==> config.mk <==
export PLATFORM = sky130hd
export DESIGN_NAME = pipelined_shifter
export DESIGN_NICKNAME = d
export VERILOG_FILES = /design/src/rtl/pipelined_shifter_pkg.sv /design/src/rtl/pipelined_shifter_stage.sv /design/src/rtl/pipelined_shifter.sv
export SDC_FILE = /design/constraint.sdc
export NUM_CORES = 1
export LEC_CHECK = 0
export CAP_MARGIN = 10
export CORE_AREA = 5 5 95 75
export CTS_BUF_LIST = sky130_fd_sc_hd__clkbuf_4 sky130_fd_sc_hd__clkbuf_8 sky130_fd_sc_hd__clkbuf_16
export DETAILED_ROUTE_END_ITERATION = 10
export DIE_AREA = 0 0 100 80
export SYNTH_ARGS = -nofsm -noshare
export SYNTH_HDL_FRONTEND = slang
export SYNTH_HIERARCHICAL = 1
export SYNTH_SLANG_ARGS = --single-unit
export TNS_END_PERCENT = 100
==> constraint.sdc <==
create_clock -name clk -period 1.72 [get_ports clk]
set_input_delay 0.344 -clock clk [delete_from_list [all_inputs] [get_ports clk]]
set_output_delay 0.344 -clock clk [all_outputs]
set_load 0.02 [all_outputs]
==> src/rtl/pipelined_shifter_pkg.sv <==
// Shared definitions for the pipelined shifter/rotator: operation encodings.
package pipelined_shifter_pkg;

  typedef logic [1:0] mode_t;

  localparam mode_t MODE_ROR = 2'b00;
  localparam mode_t MODE_ROL = 2'b01;
  localparam mode_t MODE_SRL = 2'b10;
  localparam mode_t MODE_SRA = 2'b11;

endpackage

==> src/rtl/pipelined_shifter_stage.sv <==
// One registered pipeline stage: conditionally shifts/rotates by DIST when the
// matching amount bit is set, and carries valid/amount/mode alongside the data.
module shifter_stage
  import pipelined_shifter_pkg::*;
#(
  parameter int unsigned WIDTH = 8,
  parameter int unsigned DIST  = 1
) (
  input  logic                       clk,
  input  logic                       rst_n,
  input  logic                       en_i,
  input  logic                       valid_i,
  input  logic [WIDTH-1:0]           data_i,
  input  logic [$clog2(WIDTH)-1:0]   amt_i,
  input  mode_t                      mode_i,
  output logic                       valid_o,
  output logic [WIDTH-1:0]           data_o,
  output logic [$clog2(WIDTH)-1:0]   amt_o,
  output mode_t                      mode_o
);

  localparam int unsigned AW  = $clog2(WIDTH);
  localparam int unsigned BIT = $clog2(DIST);

  logic [WIDTH-1:0] shifted_c;
  logic [WIDTH-1:0] data_d;
  logic             valid_q;
  logic [WIDTH-1:0] data_q;
  logic [AW-1:0]    amt_q;
  mode_t            mode_q;

  // SRA keeps the MSB in every stage, so the sign captured at acceptance propagates.
  always_comb begin
    shifted_c = data_i;
    case (mode_i)
      MODE_ROR: shifted_c = (data_i >> DIST) | (data_i << (WIDTH - DIST));
      MODE_ROL: shifted_c = (data_i << DIST) | (data_i >> (WIDTH - DIST));
      MODE_SRL: shifted_c = data_i >> DIST;
      default:  shifted_c = WIDTH'($signed(data_i) >>> DIST);
    endcase
    data_d = amt_i[BIT] ? shifted_c : data_i;
  end

  always_ff @(posedge clk or negedge rst_n) begin
    if (!rst_n) begin
      valid_q <= 1'b0;
      data_q  <= '0;
      amt_q   <= '0;
      mode_q  <= MODE_ROR;
    end else if (en_i) begin
      valid_q <= valid_i;
      data_q  <= data_d;
      amt_q   <= amt_i;
      mode_q  <= mode_i;
    end
  end

  assign valid_o = valid_q;
  assign data_o  = data_q;
  assign amt_o   = amt_q;
  assign mode_o  = mode_q;

endmodule

==> src/rtl/pipelined_shifter.sv <==
// Pipelined barrel shifter/rotator: AW stages of power-of-two distances,
// whole-pipe stall when the output is held by the consumer.
module pipelined_shifter
  import pipelined_shifter_pkg::*;
#(
  parameter int unsigned WIDTH = 8,
  parameter int unsigned AW    = $clog2(WIDTH)
) (
  input  logic             clk,
  input  logic             rst_n,
  input  logic             in_valid,
  output logic             in_ready,
  input  logic [WIDTH-1:0] in_data,
  input  logic [AW-1:0]    in_amt,
  input  logic [1:0]       in_mode,
  output logic             out_valid,
  input  logic             out_ready,
  output logic [WIDTH-1:0] out_data
);

  logic             adv_c;
  logic             valid_s [AW+1];
  logic [WIDTH-1:0] data_s  [AW+1];
  logic [AW-1:0]    amt_s   [AW+1];
  mode_t            mode_s  [AW+1];
  logic             unused_tail;

  // Every stage moves together; a held output freezes the whole pipe, bubbles included.
  assign adv_c    = !out_valid || out_ready;
  assign in_ready = adv_c;

  assign valid_s[0] = in_valid;
  assign data_s[0]  = in_data;
  assign amt_s[0]   = in_amt;
  assign mode_s[0]  = mode_t'(in_mode);

  for (genvar k = 0; k < AW; k++) begin : g_stage
    shifter_stage #(
      .WIDTH (WIDTH),
      .DIST  (1 << k)
    ) u_stage (
      .clk     (clk),
      .rst_n   (rst_n),
      .en_i    (adv_c),
      .valid_i (valid_s[k]),
      .data_i  (data_s[k]),
      .amt_i   (amt_s[k]),
      .mode_i  (mode_s[k]),
      .valid_o (valid_s[k+1]),
      .data_o  (data_s[k+1]),
      .amt_o   (amt_s[k+1]),
      .mode_o  (mode_s[k+1])
    );
  end

  assign out_valid   = valid_s[AW];
  assign out_data    = data_s[AW];
  assign unused_tail = ^{amt_s[AW], mode_s[AW]};

endmodule
==> flow_summary.yaml <==
global_route:
  grt_max_degree: 35
  gr-total-overflow: 0
  antenna_found_initial: 0
  grt_pass1_wl_um: 6330
  grt_pass1_vias: 1246
  grtUsageTotal_pct: 9.98
clock_network:
  cts_hold_buf: 0
  clk_pin_slew_ns: 0.07
  cts-root-buf: "clkbuf_8"
  clock_latency_ns: 0.28
  cts_resized: 1
  htree_levels: 2
  cts_made_buffers: 5
  postCtsSetupBuffers: 0
  cts.sinks: 34
  cts_tree: "built"
  cts_max_path_buffers: 2
floorplan:
  boundaryPins: 27
  die_y_um: 80
  initial_core_util_pct: 29.0
  die-area_mm2: 0.00800
  row_count: 25
  chipWidth_um: 100
  core_area_mm2: 0.00610
critical_path:
  crit_type: "in2out"
  critPathLaunchType: "primary input"
  end_kind: "primary output"
  arrival_ns: 1.29
  cp.required_ns: 1.38
  cp_max_fo: 2
finish:
  stdcell_count: 274
  stdcell_area_mm2: 0.00223
  diodes: 0
  drive_above_1_share_pct: 17.6
  fin_util_pct: 36.6
  final_nets: 209
  area_growth_pct: 26.4
pwr:
  vdd_drop_max_mv: 0.384
  power.density_mw_per_mm2: 1560
  p_total_uw: 3480
  p_leak_uw: 0.000948
  clkPwrFrac_pct: 17.1
  combPwrFrac_pct: 41.3
  intPower_uw: 2210
  seq_power_share_pct: 41.6
  p_sw_share_pct: 36.5
  p_switching_uw: 1270
sta:
  setup_violations: 0
  min_period_ns: 1.63
  period_share_pct: 94.9
  tightest_slew_ns: 0.436
  rsz0062_at_grt: "false"
  fin_ws_ns: 0.0873
  skew_ns: 0.00797
  hold_viol: 0
  maxSlewViolCount: 0
  maxSlewHeadroom_pct: 70.9
  fmax_mhz: 612
route:
  dr_total_vias: 1285
  drc: 0
  firstDrtPassIters: 4
  viasPerCell: 4.69
  routed_wl_um: 3700
  drtIter0Drc: 82
  routedWlPerCell_um: 13.5
  final_antenna_net_count: 0
min_path:
  min_path_type: "in2async"
yosys:
  ys_warn_count: 6
  synth_cells: 161
  avgSynthCellArea_um2: 11.0
  syn_area_mm2: 0.00177
  syn_nets: 178
job:
  drv_cap: 0
placed_design:
  place_area_mm2: 0.00214
  routabilityCongestion: 0.777
  dp_hpwl_um: 2660
  dp.cells: 266
  dp_slack_ns: -0.173
  io_buffers: 26
status:
  outcome: "completed"
metrics by stage:
| step | hold slack [ns] | setup TNS (ns) |
|---|---|---|
| floorplan | 0.0484 | 0 |
| global placement | 0.485 | -1.33 |
| detailed placement | 0.491 | -1.05 |
| CTS | 0.483 | 0 |
| global route | 0.524 | 0 |
| finish | 0.476 | 0 |
final timing paths:
path | cells past startpoint | start | slack (ns) | to
max in group asynchronous | 2 | rst_n | 0.92 | g_stage[0].u_stage/amt_o[2]
worst min register to register | 1 | g_stage[1].u_stage/valid_o | 0.51 | g_stage[1].u_stage/valid_o
min in group clk | 1 | g_stage[1].u_stage/valid_o | 0.51 | g_stage[1].u_stage/valid_o
worst min-delay path | 2 | rst_n | 0.48 | g_stage[1].u_stage/mode_o[1]
worst max register to register | 5 | g_stage[2].u_stage/valid_o | 0.31 | g_stage[0].u_stage/data_o[3]
worst max-delay path | 3 | out_ready | 0.09 | in_ready
placed cells by master, fill, tap and decap left out, drive strengths merged:
cell / count
a21oi: 4
dlygate4sd2: 1
mux2i: 20
o21ai: 13
a221oi: 5
nor2: 15
clkdlybuf4s50: 25
a21boi: 2
dfrtp: 34
a31oi: 16
buf: 8
o221ai: 1
nor2b: 13
clkbuf: 6
or2: 2
nand2b: 6
nand4b: 1
nand2: 4
inv: 3
nand3: 1
mux2: 10
or3: 1
clkinvlp: 1
clkinv: 1
per-layer routing:
| layer | up-vias | GRT usage, % | part of all wire [%] |
|---|---|---|---|
| met5 | - | 0 | 0 |
| met4 | 0 | 2.42 | 0.38 |
| met3 | 2 | 3.49 | 7.2 |
| met2 | 37 | 12.8 | 38 |
| met1 | 598 | 15.5 | 55 |
| li1 | 648 | - | - |
registers in the layout (all words and copies together) (netlist names):
signal	flops
g_stage.u_stage/amt_o	3
g_stage.u_stage/data_o	24
g_stage.u_stage/mode_o	4
g_stage.u_stage/valid_o	3
power groups by stage:
| stage | clock, uW | sequential [uW] | combinational (uW) |
|---|---|---|---|
| after floorplan | 0 | 1480 | 914 |
| after global placement | 0 | 1450 | 1440 |
| after detailed placement | 0 | 1460 | 1440 |
| after CTS | 622 | 1450 | 1450 |
| after global routing | 666 | 1510 | 1570 |
| final | 596 | 1450 | 1440 |
area by class of cell:
class / count / area [um^2]
Fill cell: 640 / 3860
Sequential cell: 34 / 851
Multi-Input combinational cell: 114 / 832
Timing Repair Buffer: 34 / 344
Tap cell: 81 / 101
Clock buffer: 6 / 82.6
Clock inverter: 2 / 12.5
Inverter: 3 / 11.3
critical path, cell delays in order:
cell and delay, ns:
clkdlybuf4s50_1 0.46, nand2b_2 0.14, dlygate4sd2_1 0.35
Power figures use the tool's default switching activity.
